===== src/rtl/iser_frame_align_pkg.sv =====
// Shared types and defaults for the ISERDES frame-lane word aligner.
package iser_frame_align_pkg;

    typedef enum logic [1:0] {
        ST_SEARCH = 2'd0,
        ST_SETTLE = 2'd1,
        ST_LOCKED = 2'd2
    } align_state_e;

    localparam logic [15:0] DEF_FRAME_PATTERN = 16'hFF00;
    localparam int          DEF_LOSS_CNT      = 3;

endpackage


===== src/rtl/iser_frame_align_lane.sv =====
// One lane of the aligner: 2-bit-per-cycle shift register plus the offset word window.
module iser_lane_window #(
    parameter int WORD_BITS = 16
) (
    input  logic                 clk,
    input  logic                 rst,
    input  logic [1:0]           bits_i,
    input  logic [3:0]           offset_i,
    output logic [WORD_BITS-1:0] window_o
);
    localparam int SR_BITS = 2 * WORD_BITS;

    logic [SR_BITS-1:0] sr_q;
    logic [SR_BITS-1:0] sr_d;
    logic [SR_BITS+1:0] ext_s;

    // The window is cut from the freshly shifted value so the pair arriving on the
    // strobe cycle completes the word seen by that strobe.
    always_comb begin
        ext_s    = {sr_q, bits_i};
        sr_d     = ext_s[SR_BITS-1:0];
        window_o = WORD_BITS'(ext_s >> offset_i);
    end

    // Shift register, cleared by the synchronous reset.
    always_ff @(posedge clk) begin
        if (rst) begin
            sr_q <= '0;
        end else begin
            sr_q <= sr_d;
        end
    end

endmodule


===== src/rtl/iser_frame_align.sv =====
// Word aligner for a DDR ADC link: slides the word window until the frame lane
// shows FRAME_PATTERN, then emits one aligned data word per word period.
module iser_frame_align
    import iser_frame_align_pkg::*;
#(
    parameter int          WORD_BITS     = 16,
    parameter logic [15:0] FRAME_PATTERN = DEF_FRAME_PATTERN,
    parameter int          LOSS_CNT      = DEF_LOSS_CNT
) (
    input  logic                 data_clk,
    input  logic                 rst,
    input  logic [1:0]           din,
    input  logic [1:0]           fin,
    input  logic                 align_en,
    output logic [WORD_BITS-1:0] dout,
    output logic                 dout_valid,
    output logic                 locked,
    output logic [3:0]           slip_offset,
    output logic                 align_err
);
    localparam int BEAT_W = (WORD_BITS / 2 > 1) ? $clog2(WORD_BITS / 2) : 1;
    localparam int MISS_W = $clog2(LOSS_CNT + 1);
    localparam logic [WORD_BITS-1:0] PATTERN = FRAME_PATTERN[WORD_BITS-1:0];

    align_state_e          state_q;
    logic [BEAT_W-1:0]     beat_q;
    logic [MISS_W-1:0]     miss_q;
    logic [3:0]            off_q;
    logic [WORD_BITS-1:0]  dout_q;
    logic                  dout_valid_q;
    logic                  locked_q;
    logic                  align_err_q;

    logic [WORD_BITS-1:0]  data_win_s;
    logic [WORD_BITS-1:0]  frame_win_s;
    logic                  strobe_s;
    logic                  frame_match_s;

    iser_lane_window #(.WORD_BITS(WORD_BITS)) u_data_lane (
        .clk      (data_clk),
        .rst      (rst),
        .bits_i   (din),
        .offset_i (off_q),
        .window_o (data_win_s)
    );

    iser_lane_window #(.WORD_BITS(WORD_BITS)) u_frame_lane (
        .clk      (data_clk),
        .rst      (rst),
        .bits_i   (fin),
        .offset_i (off_q),
        .window_o (frame_win_s)
    );

    // Word-period strobe and frame-pattern comparison.
    always_comb begin
        strobe_s      = (beat_q == BEAT_W'(WORD_BITS / 2 - 1));
        frame_match_s = (frame_win_s == PATTERN);
    end

    // Alignment FSM with registered outputs; dout_valid is a one-cycle pulse.
    always_ff @(posedge data_clk) begin
        if (rst) begin
            state_q      <= ST_SEARCH;
            beat_q       <= '0;
            miss_q       <= '0;
            off_q        <= 4'd0;
            dout_q       <= '0;
            dout_valid_q <= 1'b0;
            locked_q     <= 1'b0;
            align_err_q  <= 1'b0;
        end else begin
            beat_q       <= strobe_s ? '0 : beat_q + BEAT_W'(1);
            dout_valid_q <= 1'b0;
            if (!align_en) begin
                state_q  <= ST_SEARCH;
                miss_q   <= '0;
                locked_q <= 1'b0;
            end else if (strobe_s) begin
                case (state_q)
                    ST_SEARCH: begin
                        if (frame_match_s) begin
                            state_q      <= ST_LOCKED;
                            locked_q     <= 1'b1;
                            align_err_q  <= 1'b0;
                            miss_q       <= '0;
                            dout_q       <= data_win_s;
                            dout_valid_q <= 1'b1;
                        end else begin
                            state_q <= ST_SETTLE;
                            if (off_q == 4'(WORD_BITS - 1)) begin
                                off_q       <= 4'd0;
                                align_err_q <= 1'b1;
                            end else begin
                                off_q <= off_q + 4'd1;
                            end
                        end
                    end
                    // One strobe is skipped so the new offset sees a whole fresh word.
                    ST_SETTLE: begin
                        state_q <= ST_SEARCH;
                    end
                    ST_LOCKED: begin
                        dout_q       <= data_win_s;
                        dout_valid_q <= 1'b1;
                        if (frame_match_s) begin
                            miss_q <= '0;
                        end else if (miss_q == MISS_W'(LOSS_CNT - 1)) begin
                            state_q  <= ST_SEARCH;
                            locked_q <= 1'b0;
                            miss_q   <= '0;
                        end else begin
                            miss_q <= miss_q + MISS_W'(1);
                        end
                    end
                    default: begin
                        state_q  <= ST_SEARCH;
                        locked_q <= 1'b0;
                        miss_q   <= '0;
                    end
                endcase
            end else begin
                state_q <= state_q;
            end
        end
    end

    assign dout        = dout_q;
    assign dout_valid  = dout_valid_q;
    assign locked      = locked_q;
    assign slip_offset = off_q;
    assign align_err   = align_err_q;

endmodule


===== config.mk =====
export PLATFORM = sky130hd
export DESIGN_NAME = iser_frame_align
export DESIGN_NICKNAME = d
export VERILOG_FILES = /design/src/rtl/iser_frame_align_pkg.sv /design/src/rtl/iser_frame_align_lane.sv /design/src/rtl/iser_frame_align.sv
export SDC_FILE = /design/constraint.sdc
export NUM_CORES = 1
export LEC_CHECK = 0
export CAP_MARGIN = 20
export CORE_MARGIN = 2
export CORE_UTILIZATION = 35
export CTS_BUF_LIST = sky130_fd_sc_hd__clkbuf_16
export DETAILED_ROUTE_END_ITERATION = 12
export HOLD_SLACK_MARGIN = 0.06
export PLACE_DENSITY = 0.53
export RECOVER_POWER = 25
export SLEW_MARGIN = 25
export SYNTH_ARGS = -nofsm -noshare
export SYNTH_HDL_FRONTEND = slang
export SYNTH_HIERARCHICAL = 1
export SYNTH_SLANG_ARGS = --single-unit

===== constraint.sdc =====
create_clock -name data_clk -period 5.5 [get_ports data_clk]
set_clock_uncertainty 0.05 [all_clocks]
set_input_delay 0.825 -clock data_clk [delete_from_list [all_inputs] [get_ports data_clk]]
set_output_delay 0.825 -clock data_clk [all_outputs]
set_load 0.01 [all_outputs]

# Yosys cells after proc, flatten, opt, wreduce, memory -nomap -nowiden
# Index checks and enable logic that the tools add are counted.
# Widths: inputs -> output; s select.
[totals]
reg_bits = 94
out_inout_bits = 23
[classes]
addsub = 3
n_eq_ne = 9
shifts = 2
n_mux = 19
bitwise = 4
reduce_logical = 12
[op_table]
columns = ["cell", "count"]
rows = [
  ["$shr 34x4->16", 2],
  ["$pmux 16 s2", 1],
  ["$eq 16x16->1 const B", 1],
  ["$mux 16", 1],
  ["$mux 2", 6],
  ["$reduce_and 4->1", 3],
  ["$mux 1", 6],
  ["$ne 2x2->1 const B", 3],
  ["$pmux 2 s3", 1],
  ["$reduce_and 3->1", 2],
  ["$reduce_and 5->1", 1],
  ["$add 4x1->4 const B", 1],
  ["$eq 2x2->1 const B", 2],
  ["$eq 4x4->1 const B", 1],
  ["$mux 4", 1],
  ["$not 1->1", 4],
  ["$pmux 2 s2", 1],
  ["$reduce_bool 2->1", 2],
  ["$reduce_or 2->1", 2],
  ["$add 3x1->3 const B", 1],
  ["$eq 3x3->1 const B", 1],
  ["$pmux 1 s3", 1],
  ["$reduce_or 3->1", 1],
  ["$add 2x1->2 const B", 1],
  ["3 further kinds", 3],
]

# Depth between registers and ports, before layout
# Gate-level depths: netlist of the first run.
[depth]
ltp_word = 4
ltp_mapped = 12

# Hierarchy
# Netlist of the first run, hierarchy kept.
[by_module_without_submodules]
columns = ["mod", "n_inst", "cells_each", "area_per_inst_um2", "seq_area_each_um2"]
rows = [
  ["iser_lane_window", 2, 134, 1870.5, 580.6],
  ["iser_frame_align", 1, 144, 1413.9, 600.6],
]

# Worst setup path after synthesis of the first run
# OpenSTA, ideal clock, no wires.
[synth_path]
kind = "register to register"
from = "reg off_q[3] (netlist: slip_offset[3])"
to = "reg dout_q[0] (netlist: dout[0])"
t_arrival_ns = 3.035
slack_ns = 2.343
path_stages_with_launch = 12
path_buffers = 4
cell_sequence = "dfxtp_1 buf_4 buf_4 mux4_2 mux2i_1 mux2i_1 or4_4 nor4_4 o211a_1 buf_6 buf_12 mux2i_1"
[synth_via]
elab_chain_len = 4
word_cells_on_any_way = 7
classes_between = "eq/ne (2); shift (2); mux (2); reduce/logical (1)"
[synth_rtl]
columns = ["element", "line", "rtl"]
rows = [
  ["start: declaration", "iser_frame_align.sv:28", "logic [3:0] off_q;"],
  ["start signal: assignment", "iser_frame_align.sv:95", "off_q <= off_q + 4'd1;"],
  ["$shr 34x4->16", "iser_frame_align_lane.sv:22", "window_o = WORD_BITS'(ext_s >> offset_i);"],
  ["net frame_win_s[0]", "iser_frame_align.sv:35", "logic [WORD_BITS-1:0] frame_win_s;"],
  ["$eq 16x16->1", "iser_frame_align.sv:58", "frame_match_s = (frame_win_s == PATTERN);"],
  ["$ne 2x2->1 (no line)", "n/a", ""],
  ["$reduce_and 4->1 (no line)", "n/a", ""],
  ["end signal: assignment", "iser_frame_align.sv:87", "dout_q <= data_win_s;"],
  ["end signal: assignment", "iser_frame_align.sv:104", "dout_q <= data_win_s;"],
  ["end: declaration", "iser_frame_align.sv:29", "logic [WORD_BITS-1:0] dout_q;"],
]
# The timed path passes the listed nets, and every way through them passes these cells. The select of a mux whose other input is x is not followed.
# A chain may end at the register's enable or synchronous reset.

# Final worst setup path of the first run
[layout_path]
from = "reg off_q[2] (netlist: slip_offset[2])"
to = "reg dout_q[9] (netlist: dout[9])"
# The elaborated chain is that of the path after synthesis.

==> insert_results.sql, run 1 <==
INSERT INTO impl_metrics (metric_group, metric, value, unit) VALUES
('run_status', 'run_status', 'complete, but fails checks', ''),
('run_status', 'violated_checks', 'max-capacitance violations, max-slew violations', ''),
('die', 'initial_core_util', '35.6', '%'),
('place', 'pre_cts_slack', '992', 'ps'),
('clock_network', 'clock_tree_buffer_depth', '2', ''),
('global_routing', 'grt_overflow', '0', ''),
('worst_setup_path', 'reg2reg_from', 'slip_offset[2]', ''),
('synth', 'postSynthNetCount', '422', ''),
('routing', 'wl_per_cell', '16.6', 'µm'),
('synth', 'largest_area_contributor_in_the_netlist', 'sky130_fd_sc_hd__dfxtp_1', ''),
('synth', 'mean_instance_size_in_the_synthesized_netlist', '12.5', 'µm²'),
('synth', 'netlist_top_cells_count', '88 x sky130_fd_sc_hd__dfxtp_1, 86 x sky130_fd_sc_hd__mux2i_1, 61 x sky130_fd_sc_hd__nor2b_1', ''),
('die', 'die_y', '125', 'µm'),
('power_and_ir_drop', 'power_density', '232', 'mW/mm²'),
('sta', 'timing.final.setup_violations', '0', ''),
('worst_setup_path', 'r2r-end', 'dout[9]', ''),
('clock_network', 'cts-hold-fix-buffers', '0', ''),
('worst_setup_path', 'cpLargestDelayFamily', 'simple AND/OR/NAND/NOR gates', ''),
('synth', 'synth-warning-count', '6', ''),
('synth', 'post_synth_instance_area', '0.00515', 'mm²'),
('clock_network', 'cts_root_buffer', 'sky130_fd_sc_hd__clkbuf_16', ''),
('synth', 'synth-edff-count', '0', ''),
('sta', 'timing_hold_violations_final', '0', ''),
('sta', 'fmaxAchievable', '223', 'MHz'),
('global_routing', 'grt_first_pass_wirelength', '17400', 'µm'),
('routing', 'drt-pass1-iter-count', '4', ''),
('sta', 'grt_setup_unrepaired', 'no', ''),
('worst_setup_path', 'critPathMaxStageDelay', '800', 'ps'),
('place', 'routabilityCongestion', '0.741', ''),
('routing', 'avgViaCountPerCell', '5.36', ''),
('worst_setup_path', 'cp_data_arrival_time', '4690', 'ps'),
('global_routing', 'grtUsageTotal', '13.8', '%'),
('hold_path', 'worst_hold_path.endpoint', 'beat_q[0]', ''),
('synth', 'synth.yosys.seq_area_share', '34.2', '%'),
('die', 'fp.dieW', '125', 'µm'),
('synth', 'postSynthCellCount', '412', ''),
('hold_path', 'min_path_cells', '1', ''),
('worst_setup_path', 'crit_path_end_kind', 'flop', ''),
('synth', 'async_reset_ff_share', '0', '%'),
('worst_setup_path', 'critical_path.cell_chain', 'buf_4 > mux4_2 > mux2i_1 > mux2i_1 > or4_4 > nor4_4 > o211a_1 > mux2i_1', ''),
('die', 'floorplan_core_area', '0.0145', 'mm²'),
('run', 'max_cap_viol_count', '1', ''),
('sta', 'timing.final.ws_setup', '1020', 'ps'),
('routing', 'detailroute.via_count', '3281', ''),
('clock_network', 'clk_transition_reported_paths', '60', 'ps'),
('sta', 'period_needed', '4480', 'ps'),
('routing', 'ant_nets', '0', ''),
('worst_setup_path', 'timing.critical_path.mode_cell', 'sky130_fd_sc_hd__mux2i_1', ''),
('final_layout', 'layoutNonFillerInstCount', '612', ''),
('worst_setup_path', 'critical_path_fanout_max', '31', ''),
('die', 'fp-row-count', '44', ''),
('worst_setup_path', 'timing.critical_path.buf_inv', '1', ''),
('hold_path', 'holdCritStartpoint', 'beat_q[0]', ''),
('worst_setup_path', 'critical_path.startpoint', 'slip_offset[2]', ''),
('synth', 'synth_top_area_share', '34.2', '%'),
('global_routing', 'grt_max_degree', '60', ''),
('global_routing', 'antenna_found_initial', '0', ''),
('sta', 'timing_max_transition_violations_final', '42', ''),
('final_layout', 'area_growth_syn_to_layout', '11.9', '%'),
('sta', 'slew_headroom', '-21.0', '%'),
('routing', 'wirelength', '10200', 'µm'),
('power_and_ir_drop', 'total_power', '0.00134', 'W'),
('synth', 'synth.distinct_cells', '34', ''),
('clock_network', 'cts_tree', 'yes', ''),
('power_and_ir_drop', 'static-leakage-power', '1.78', 'nW'),
('synth', 'ys_top_cells_by_area', 'sky130_fd_sc_hd__dfxtp_1 34%, sky130_fd_sc_hd__mux4_2 18%, sky130_fd_sc_hd__mux2i_1 17%, sky130_fd_sc_hd__nor2b_1 7.4%, sky130_fd_sc_hd__mux4_1 7.1%', ''),
('clock_network', 'cts_setup_buffers', '0', ''),
('final_layout', 'post_route_cells_drive_above_1_share', '15.7', '%'),
('synth', 'post-synth-top-count-cell', 'sky130_fd_sc_hd__dfxtp_1', ''),
('sta', 'setup_tns', '0', 'ps'),
('place', 'numPortBuffers', '29', '');
==> routing by layer <==
metal	track usage [%]	wire [µm]
met5	0	0
met4	5.29	175
met3	3.00	251
met2	22.1	4910
met1	18.3	4820
==> how the worst max path moves through the flow <==
stage,to,slack [ps],cells past startpoint
after detailed placement,dout[9],990,8
after global placement,dout[14],1110,8
after floorplan,dout[0],2340,11
after global routing,dout[3],650,8
after CTS,dout[9],970,8
final,dout[9],1020,8
==> logic make-up after synthesis <==
kind of cell,Yosys count,synth area share [%]
compound gates,22,2.48
fa+ha+maj,3,0.728
buf+inv,35,5.07
flops,88,34.2
mux,142,42.2
simple gates,122,15.4
==> cells in the final DEF, fill, tap and decap left out, types with 3 or more instances in the layout <==
cell	instances
sky130_fd_sc_hd__mux4_2	42
sky130_fd_sc_hd__a21oi_1	12
sky130_fd_sc_hd__nand2b_1	35
sky130_fd_sc_hd__buf_4	5
sky130_fd_sc_hd__o21ai_0	4
sky130_fd_sc_hd__ha_1	3
sky130_fd_sc_hd__dfxtp_2	4
sky130_fd_sc_hd__mux4_1	14
sky130_fd_sc_hd__mux2i_1	86
sky130_fd_sc_hd__clkbuf_16	9
sky130_fd_sc_hd__clkdlybuf4s50_1	28
sky130_fd_sc_hd__or4_1	3
sky130_fd_sc_hd__nor2_1	3
sky130_fd_sc_hd__nor2b_1	61
sky130_fd_sc_hd__dfxtp_1	84
sky130_fd_sc_hd__nand2_1	4
sky130_fd_sc_hd__nand3b_1	3
==> registers in the layout, indices dropped and copies added, names as in the netlist <==
name,cells
dout_valid,1
dout,16
u_data_lane/sr_q,29
state_q,2
miss_q,2
align_err,1
beat_q,3
slip_offset,4
locked,1
u_frame_lane/sr_q,29
==> power by group <==
group	internal, W	switching (W)	leakage, nW
clock network	0.000394	0.000247	0.152
registers	0.000644	0.00000489	0.714
logic	0.0000245	0.0000230	0.917
total	0.00106	0.000275	1.78
==> per-stage QoR <==
stage                     cell area (µm²)  util, %
after floorplan                      5150        -
after global placement               5460     37.7
after detailed placement             5460     37.7
after CTS                            5770     39.8
after global routing                 5770     39.8
final                                5770     39.8
==> cell type report <==
| class | count | area, µm² |
|---|---|---|
| timing repair buffer | 34 | 322 |
| multi-input combinational | 289 | 3130 |
| sequential | 88 | 1770 |
| inverter | 1 | 3.75 |
| fill | 1360 | 8710 |
| tap | 184 | 230 |
| clock inverter | 7 | 87.6 |
| clock buffer | 9 | 225 |
(Power assumes the default switching activity.)
==> run 2, diff against run 1 <==
--- a/config.mk
+++ b/config.mk
@@ -11,7 +11,7 @@
 export CTS_BUF_LIST = sky130_fd_sc_hd__clkbuf_16
 export DETAILED_ROUTE_END_ITERATION = 12
 export HOLD_SLACK_MARGIN = 0.06
-export PLACE_DENSITY = 0.53
+export PLACE_DENSITY = 0.54
 export RECOVER_POWER = 25
 export SLEW_MARGIN = 25
 export SYNTH_ARGS = -nofsm -noshare
==> constraint.sdc (replaced) <==
create_clock -name data_clk -period 3.8 [get_ports data_clk]
set_clock_uncertainty 0.05 [all_clocks]
set_input_delay 0.57 -clock data_clk [delete_from_list [all_inputs] [get_ports data_clk]]
set_output_delay 0.57 -clock data_clk [all_outputs]
set_load 0.01 [all_outputs]
==> run 2 against run 1 <==
The flow now finishes without violations. Utilization is 0.16 points higher. Cell count is 0.82% higher. Flip-flop and latch count stayed put. Design area is 0.39% higher. Via count is 0.70% higher. Register-to-register slack worse by 460 ps. Combinational power is 47% higher. Sequential power is 45% higher. Global-route usage is 0.24 points lower. Clock-buffer cell count stayed put. Setup slack worse by 460 ps. First-iteration DRC count is 13% lower. Largest power group unchanged. Highest routed layer unchanged.
==> insert_results.sql, run 2 (same netlist as run 1, synthesis figures left out) <==
INSERT INTO impl_metrics (metric_group, metric, value, unit) VALUES
('worst_setup_path', 'timing.critical_path.mode_cell', 'sky130_fd_sc_hd__mux2i_1', ''),
('global_routing', 'met1_usage', '17.3', '%'),
('clock_network', 'cts_tree', 'yes', ''),
('worst_setup_path', 'cp_slowest_cell', 'sky130_fd_sc_hd__dfxtp_2', ''),
('global_routing', 'most_congested_layer_reported_by_global_routing', 'met2', ''),
('routing', 'post-route-drc-count', '0', ''),
('die', 'floorplan_core_area', '0.0145', 'mm²'),
('place', 'placement.cell_area', '0.00551', 'mm²'),
('routing', 'initialDrtViolationCount', '221', ''),
('power_and_ir_drop', 'netSwitchingFraction', '21.7', '%'),
('sta', 'period_needed', '3240', 'ps'),
('die', 'fp-row-count', '44', ''),
('sta', 'fraction_of_the_cycle_the_final_worst_path_needs', '85.3', '%'),
('final_layout', 'post_route_cells_drive_above_1_share', '16.6', '%'),
('worst_setup_path', 'reg2reg_from', 'slip_offset[3]', ''),
('power_and_ir_drop', 'internal_power', '0.00147', 'W'),
('sta', 'grt_setup_unrepaired', 'no', ''),
('place', 'place_hpwl', '7080', 'µm'),
('power_and_ir_drop', 'seq_power_share', '50.0', '%'),
('worst_setup_path', 'timing_worst_setup_path_type', 'flop to flop', ''),
('global_routing', 'grt_max_degree', '44', ''),
('clock_network', 'cts_repair_resize_count', '0', ''),
('worst_setup_path', 'r2r-end', 'dout[5]', ''),
('clock_network', 'cts-hold-fix-buffers', '0', ''),
('worst_setup_path', 'cp_data_arrival_time', '3460', 'ps'),
('routing', 'avgViaCountPerCell', '5.35', ''),
('sta', 'timing.final.setup_violations', '0', ''),
('power_and_ir_drop', 'pwr-share-clk', '46.3', '%'),
('worst_setup_path', 'required', '4020', 'ps'),
('clock_network', 'cts_root_buffer', 'sky130_fd_sc_hd__clkbuf_16', ''),
('final_layout', 'final_net_count', '438', ''),
('global_routing', 'grt.met2_usage', '22.4', '%'),
('final_layout', 'area_growth_syn_to_layout', '12.3', '%'),
('worst_setup_path', 'critPathMaxStageDelay', '680', 'ps'),
('final_layout', 'final_cell_mix', '86 x sky130_fd_sc_hd__mux2i_1, 84 x sky130_fd_sc_hd__dfxtp_1, 61 x sky130_fd_sc_hd__nor2b_1', ''),
('routing', 'drt-pass1-iter-count', '4', ''),
('global_routing', 'grt_pass1_vias', '3395', ''),
('worst_setup_path', 'startpoint_type', 'flop', ''),
('place', 'routabilityCongestion', '0.728', ''),
('sta', 'timing_hold_violations_final', '0', ''),
('hold_path', 'worst_hold_path_type', 'flop to flop', ''),
('global_routing', 'grt_first_pass_wirelength', '17100', 'µm'),
('worst_setup_path', 'critical_path.startpoint', 'slip_offset[3]', ''),
('sta', 'slew_headroom', '6.83', '%'),
('final_layout', 'final_core_utilization', '40.0', '%'),
('power_and_ir_drop', 'vdd.ir_drop.worst', '0.259', 'mV'),
('clock_network', 'numCtsBuffers', '9', ''),
('sta', 'timing_max_transition_violations_final', '0', ''),
('final_layout', 'final_common_cell', 'sky130_fd_sc_hd__mux2i_1', ''),
('sta', 'setup_tns', '0', 'ps'),
('power_and_ir_drop', 'p_sw', '0.000407', 'W'),
('run', 'max_cap_viol_count', '0', ''),
('power_and_ir_drop', 'static-leakage-power', '1.80', 'nW'),
('final_layout', 'final_design_instance_area_without_fill', '0.00579', 'mm²'),
('sta', 'timing_worst_slew_pin_value', '1400', 'ps'),
('routing', 'detailroute.via_count', '3304', ''),
('routing', 'wl_per_cell', '16.3', 'µm'),
('run_status', 'run_status', 'finished clean', ''),
('routing', 'ant_nets', '0', ''),
('clock_network', 'cts.htree.levels', '3', ''),
('global_routing', 'grt_overflow', '0', ''),
('die', 'initial_core_util', '35.6', '%'),
('power_and_ir_drop', 'comb_power_share', '3.7', '%'),
('clock_network', 'clk_transition_reported_paths', '70', 'ps'),
('global_routing', 'antenna_found_initial', '0', ''),
('worst_setup_path', 'critical_path_fanout_max', '22', ''),
('worst_setup_path', 'rr_worst_depth', '8', ''),
('place', 'numPortBuffers', '29', ''),
('hold_path', 'worst_hold_path.endpoint', 'beat_q[0]', ''),
('power_and_ir_drop', 'power_density', '325', 'mW/mm²'),
('global_routing', 'grtUsageTotal', '13.5', '%'),
('worst_setup_path', 'reg2reg_slack', '560', 'ps'),
('worst_setup_path', 'critical_path.cell_chain', 'mux4_2 > mux2i_1 > mux2i_1 > or4_4 > nor4_4 > o211a_1 > buf_12 > mux2i_1', ''),
('worst_setup_path', 'crit_path_end_kind', 'flop', ''),
('die', 'boundaryPins', '30', ''),
('hold_path', 'min_path_cells', '1', ''),
('clock_network', 'cts_setup_buffers', '0', ''),
('hold_path', 'holdCritStartpoint', 'beat_q[0]', ''),
('final_layout', 'insertedDiodeCount', '0', ''),
('sta', 'fmaxAchievable', '309', 'MHz'),
('die', 'fp.dieW', '125', 'µm'),
('routing', 'wirelength', '10000', 'µm'),
('global_routing', 'gr-usage-met3', '2.48', '%'),
('clock_network', 'clkSinkCount', '88', ''),
('clock_network', 'clock_tree_buffer_depth', '2', ''),
('clock_network', 'clock_insertion_delay_worst_skew', '350', 'ps'),
('die', 'area_enclosed_by_the_die_boundary', '0.0157', 'mm²'),
('die', 'die_y', '125', 'µm');
-- run 2: changes by cell type in the layout (fill, tap and decap cells not counted), sizes merged --
cell    delta
clkbuf     +1
buf        +4
clkinv     +1
bufinv     -1
-- run 2: worst max-delay path by stage --
stage / endpoint / depth (start not counted)
5_1_grt: dout[12] / 8
2_1_floorplan: dout[0] / 11
3_3_place_gp: dout[14] / 9
4_1_cts: dout[5] / 8
6_report: dout[5] / 8
3_5_place_dp: dout[5] / 9
-- run 2: layer usage --
metal	vias to the layer above	part of all wire [%]
li1	1591	-
met1	1683	48
met2	18	49
met3	12	1.8
met4	0	1.9
met5	-	0
-- run 2: cell type report --
| class | instances | area (µm²) |
|---|---|---|
| clock buffers | 9 | 225 |
| clock inverters | 7 | 63.8 |
| fillers | 1366 | 8690 |
| inverters | 1 | 3.75 |
| multi-input cells | 289 | 3130 |
| flip-flops and latches | 88 | 1770 |
| well taps | 184 | 230 |
| repair buffers | 39 | 368 |
-- run 2: worst max-delay path: cells and delay by family, from the launching register on --
kind                   cells  cell delay, ps
buffers and inverters      1             180
AO/OA/AOI/OAI              1             230
flip-flops                 1             680
AND/OR/NAND/NOR            2             920
multiplexers               4            1090
-- run 2: power groups by stage --
stage                     sequential (W)  combinational (W)  clock (W)
final                           0.000939          0.0000697   0.000870
after global routing            0.000940          0.0000772   0.000940
after CTS                       0.000939          0.0000709   0.000909
after detailed placement        0.000960          0.0000706          0
after global placement          0.000960          0.0000693          0
after floorplan                 0.000956          0.0000527          0
-- run 2: metrics by stage --
stage / hold WS, ps / cells / total power [W] / worst slack, ps
detailed placement: 385 / 601 / 0.00103 / 376
finish: 386 / 617 / 0.00188 / 559
CTS: 393 / 617 / 0.00192 / 542
global route: 417 / 617 / 0.00196 / 334
global placement: 367 / 601 / 0.00103 / 475
floorplan: 358 / 412 / 0.00101 / 643
